## config.mk

```make
export PLATFORM = sky130hd
export DESIGN_NAME = mem_loader
export DESIGN_NICKNAME = d
export VERILOG_FILES = /design/src/rtl/mem_loader.sv
export SDC_FILE = /design/constraint.sdc
export NUM_CORES = 1
export LEC_CHECK = 0
export CELL_PAD_IN_SITES_DETAIL_PLACEMENT = 1
export CELL_PAD_IN_SITES_GLOBAL_PLACEMENT = 1
export CORE_MARGIN = 2
export CORE_UTILIZATION = 35
export DETAILED_ROUTE_END_ITERATION = 10
export GPL_ROUTABILITY_DRIVEN = 0
export PLACE_DENSITY_LB_ADDON = 0.1
export SLEW_MARGIN = 20
export SYNTH_ARGS = -nofsm -noshare
export SYNTH_HDL_FRONTEND = slang
export SYNTH_SLANG_ARGS = --single-unit
```

## constraint.sdc

```tcl
create_clock -name clock -period 3.2 [get_ports clock]
set_input_delay 0.64 -clock clock [delete_from_list [all_inputs] [get_ports clock]]
set_output_delay 0.64 -clock clock [all_outputs]
set_load 0.01 [all_outputs]
```

## src/rtl/mem_loader.sv

```systemverilog
// mem_loader: buffers an image stream and writes it from START_ADDR in 16/8/4/1-word bursts; define LOADER_CHECKSUM_EN to add a checksum output
module mem_loader #(
  parameter int                    DATA_WIDTH  = 32,
  parameter int                    ADDR_WIDTH  = 32,
  parameter logic [ADDR_WIDTH-1:0] START_ADDR  = 32'h80020000,
  parameter int                    DEPTH_WORDS = 262144
) (
  input  logic                  clock,
  input  logic                  reset,
  input  logic                  start,
  input  logic [DATA_WIDTH-1:0] word_in,
  input  logic                  word_valid,
  input  logic                  word_last,
  output logic                  word_ready,
  output logic [ADDR_WIDTH-1:0] mem_address,
  output logic [DATA_WIDTH-1:0] mem_data_in,
  output logic [1:0]            mem_access_size,
  output logic                  mem_rw,
  output logic                  mem_enable,
  input  logic                  mem_busy,
  output logic                  done,
  output logic                  error,
  output logic [ADDR_WIDTH-1:0] words_written
`ifdef LOADER_CHECKSUM_EN
  ,
  output logic [DATA_WIDTH-1:0] checksum
`endif
);
  typedef enum logic [2:0] {IDLE, FILL, BURST, FLUSH, DONE, ERR} state_t;
  localparam logic [ADDR_WIDTH:0] limit = {1'b0, START_ADDR} + ((ADDR_WIDTH+1)'(DEPTH_WORDS) << 2);
  state_t                state, state_nx;
  logic [DATA_WIDTH-1:0] buffer [16];
  logic [4:0]            cnt, len, len_nx;
  logic [3:0]            rd, beat, rd_idx;
  logic [ADDR_WIDTH-1:0] ptr;
  logic                  last_seen, accept, fits, launch, restart, beat_done, burst_end;
  assign restart   = start && (state == IDLE || state == DONE);
  assign accept    = word_valid && state == FILL && cnt < 5'd16;
  assign len_nx    = state != FLUSH ? 5'd16 : cnt >= 5'd8 ? 5'd8 : cnt >= 5'd4 ? 5'd4 : 5'd1;
  assign fits      = ({1'b0, ptr} + ((ADDR_WIDTH+1)'(len_nx) << 2)) <= limit;
  assign launch    = (state == FILL || state == FLUSH) && state_nx == BURST;
  assign beat_done = state == BURST && !mem_busy;
  assign burst_end = beat_done && beat == 4'(len - 5'd1);
  assign rd_idx    = rd + beat;
  // state register
  always_ff @(posedge clock) begin
    state <= reset ? IDLE : state_nx;
  end
  // next state: the overflow check gates every burst launch
  always_comb begin
    state_nx = state;
    case (state)
      IDLE, DONE: state_nx = start ? FILL : state;
      FILL:       state_nx = accept && cnt == 5'd15 ? (fits ? BURST : ERR) : accept && word_last ? FLUSH : FILL;
      BURST:      state_nx = !burst_end ? BURST : !last_seen ? FILL : cnt == len ? DONE : FLUSH;
      FLUSH:      state_nx = cnt == 5'd0 ? DONE : fits ? BURST : ERR;
      default:    state_nx = state;
    endcase
  end
  // outputs decoded from state; mem_* only change on beat completion so a stall freezes them
  always_comb begin
    word_ready      = state == FILL && cnt < 5'd16;
    mem_enable      = state == BURST;
    mem_rw          = state != BURST;
    mem_address     = ptr;
    mem_data_in     = state == BURST ? buffer[rd_idx] : '0;
    mem_access_size = state != BURST ? 2'b00 : len == 5'd16 ? 2'b11 : len == 5'd8 ? 2'b10 : len == 5'd4 ? 2'b01 : 2'b00;
    done            = state == DONE;
    error           = state == ERR;
  end
  // word buffer storage; emptiness is tracked by cnt so no reset is needed
  always_ff @(posedge clock) begin
    if (accept) buffer[cnt[3:0]] <= word_in;
  end
  // fill count, read offset, beat counter, write pointer and commit count
  always_ff @(posedge clock) begin
    if (reset) begin
      cnt           <= '0;
      rd            <= '0;
      beat          <= '0;
      len           <= '0;
      last_seen     <= 1'b0;
      ptr           <= START_ADDR;
      words_written <= '0;
    end else begin
      if (restart) begin
        cnt           <= '0;
        rd            <= '0;
        last_seen     <= 1'b0;
        ptr           <= START_ADDR;
        words_written <= '0;
      end
      if (accept) begin
        cnt       <= cnt + 5'd1;
        last_seen <= word_last;
      end
      if (launch) begin
        len  <= len_nx;
        beat <= '0;
      end
      if (beat_done) beat <= beat + 4'd1;
      if (burst_end) begin
        cnt           <= cnt - len;
        rd            <= rd + len[3:0];
        ptr           <= ptr + (ADDR_WIDTH'(len) << 2);
        words_written <= words_written + ADDR_WIDTH'(len);
      end
    end
  end
`ifdef LOADER_CHECKSUM_EN
  // running sum of committed words, restarted with each load
  always_ff @(posedge clock) begin
    if (reset || restart) checksum <= '0;
    else if (beat_done) checksum <= checksum + mem_data_in;
  end
`endif
endmodule

```

==> results.yml <==
finish:
  drive_gt1_frac: 0.353
  area_growth_pct: 31.2
  final_cell_mix: "edfxtp_1 (512), buf_4 (150), mux4_2 (128), clkdlybuf4s50_1 (103), dfxtp_1 (78)"
  antenna_cells: 0
  mostFrequentLayoutCell: "edfxtp_1"
  nNetsFinal: 1981
synthesis:
  yosysWarnings: 0
  syn_area_sq_um: 25000
  synth_flop_cell: "edfxtp_1"
  ys_ff_latch: 595
  netlist_top_cells_area: "edfxtp_1 (61%), mux4_2 (12%), dfxtp_1 (6.6%)"
  synth_area_leader_cell: "edfxtp_1"
  synth_top_cell_area_share: 0.614
  synthArstFlopShare: 0
  yosysSeqAreaShare: 0.681
  ys_types: 69
  synth_edf_count: 512
  synthCells: 1544
  syn_area_per_cell_sq_um: 16.2
clocking:
  cts_root_buf: "clkbuf_16"
  cts_buffers: 69
  clk_latency_ps: 620
  clock-sinks: 595
  cts_tree: "built"
  path_clk_slew_ps: 60
  clk_path_buf_depth: 3
  htree_levels: 3
  cts_hold_buf: 0
timing:
  slew_viol_final: 0
  timing.slew.headroom: 0.599
  finalHoldViolCount: 0
  period_minus_slack_ps: 3930
  min_period_over_period: 1.23
  finalSetupViolCount: 42
  fmax_mhz: 254
  skew_ps: 18.5
  finalSetupTns_ps: -21390
  holdWs_ps: 488
  setup_ws_ps: -731
  tightestPinTransition_ps: 600
  rsz0062_at_grt: "yes"
detailed_routing:
  wl_per_cell_um: 24.6
  drcViolationCount: 0
  initialDrtViolationCount: 970
  wl_mm: 71.4
  vias: 15297
  vias_per_cell: 5.26
  first_pass_iters: 5
  ant_nets: 0
grt:
  track_usage: 0.195
  grt_overflow: 0
  antenna_found_initial: 2
  grt_pass1_vias: 16494
  grt_pass1_wl_mm: 107
  grt_max_degree: 39
critical_path:
  arrival_ps: 3290
  path_cells: "ha_4 > inv_2 > fa_4 > buf_12 > buf_6 > buf_12 > buf_12 > mux4_2 > nor2b_4 > a211oi_2 > a211oi_2 > buf_2"
  critical-path-slowest-cell: "fa_4"
  crit_fanout: 8
  critPathRequiredTime_ps: 2560
  start_kind: "register"
  cp-end-kind: "primary output"
  worst_path_most_repeated_cell: "buf_12"
  critPathMaxStageDelay_ps: 770
  path_class: "register to primary output"
placed_design:
  pre_cts_ws_ps: -563
  io_buffers: 138
  dp.final_hpwl_mm: 42.7
pwr:
  swShare: 0.214
  seqPwrFrac: 0.497
  ir_worst_vdd_v: 0.000433
  p_clk_frac: 0.462
  switchingPower_w: 0.00365
  cellPowerDensity_nw_per_um2: 520
  intPower_w: 0.0134
  p_comb_frac: 0.041
  leakage_nw: 11.1
die:
  die_y_um: 271
  core-area_sq_um: 71100
  pin_count: 141
  die_w_um: 271
  start_util: 0.352
  num_rows: 98
  fp.dieArea_sq_um: 73700
run_status:
  status: "complete, but fails checks"
  violations: "setup timing"
min_path:
  hp-class: "register to register"
job:
  max-cap-violations: 0
-- worst max-delay path: cells and delay by family (launching register included) --
kind / cells / cell delay (ps)
AO/OA/AOI/OAI: 2 / 280
adder cells (fa/ha/maj): 2 / 910
buffers and inverters: 6 / 700
flip-flops: 1 / 350
multiplexers: 1 / 290
AND/OR/NAND/NOR: 1 / 140
-- power groups by stage --
stage,Combinational (W),Sequential [W],Clock (W)
final,0.000698,0.00849,0.00788
after global placement,0.000672,0.00865,0
after floorplan,0.000295,0.00865,0
after global routing,0.000762,0.00849,0.00837
after CTS,0.000704,0.00849,0.00810
after detailed placement,0.000682,0.00865,0
-- area by class of cell --
cell class / instances / area (sq um)
repair buffers: 376 / 3860
inverters: 22 / 85.1
flip-flops and latches: 595 / 17000
clock inverters: 33 / 414
clock buffers: 87 / 1840
multi-input cells: 844 / 8410
well taps: 950 / 1190
fillers: 6902 / 38300
-- cells in the mapped netlist, types with 14 or more instances --
| library cell | number |
|---|---|
| clkbuf_1 | 55 |
| inv_1 | 22 |
| nand3_1 | 47 |
| and3_1 | 16 |
| o21ai_0 | 22 |
| nor2_1 | 80 |
| nor2b_1 | 34 |
| mux4_2 | 128 |
| a31oi_1 | 14 |
| nand4_1 | 19 |
| edfxtp_1 | 512 |
| nand2_1 | 74 |
| xnor2_1 | 20 |
| xor2_1 | 25 |
| a21oi_1 | 65 |
| buf_2 | 14 |
| dfxtp_1 | 83 |
| nor3_1 | 21 |
| mux2i_1 | 38 |
| ha_1 | 34 |
| a211oi_1 | 70 |
| and2_1 | 19 |
-- sequential cells by signal, indices dropped and copies added, names as in the netlist --
name           flops
len                4
last_seen          1
words_written     32
buffer           512
rd                 4
beat               4
state              3
mem_address       30
cnt                5
-- through the flow --
step	total power, W	util	area, sq um	cells
floorplan	0.00894	-	25000	1545
global placement	0.00932	0.410	29200	2735
detailed placement	0.00933	0.410	29200	2735
CTS	0.0173	0.459	32600	2899
global route	0.0176	0.462	32800	2907
finish	0.0171	0.462	32800	2907
-- final timing paths --
path	start	to	slack (ps)	cells after the start
setup / recovery	rd[0]	mem_data_in[24]	-730	12
hold / removal	last_seen	last_seen	490	2
setup reg to reg	state[2]	state[1]	-190	17
hold reg to reg	last_seen	last_seen	490	2
-- routing by layer --
layer / up-vias / track usage / part of all wire
met5: - / 0 / 0.00038
met4: 4 / 0.0458 / 0.018
met3: 88 / 0.0316 / 0.034
met2: 248 / 0.334 / 0.51
met1: 8101 / 0.259 / 0.44
li1: 6856 / - / -
-- cell families after synthesis --
family | Yosys count | synth area share
flip-flops | 595 | 0.681
AND/OR/NAND/NOR | 369 | 0.0772
AO/OA/AOI/OAI | 218 | 0.0569
multiplexers | 174 | 0.134
buffers and inverters | 107 | 0.0173
XOR/XNOR | 45 | 0.0157
adder cells (fa/ha/maj) | 35 | 0.0178
other | 1 | 0.000150
-- what timing repair did --
action / 4_1_cts / 5_1_grt
pin swaps: 84 / 54
endpoints found under the setup margin: 45 / 48
gates cloned: 8 / 0
gates resized for setup: 323 / 59
setup buffers: 49 / 18
Note: power is estimated with default switching activity, not from simulation.
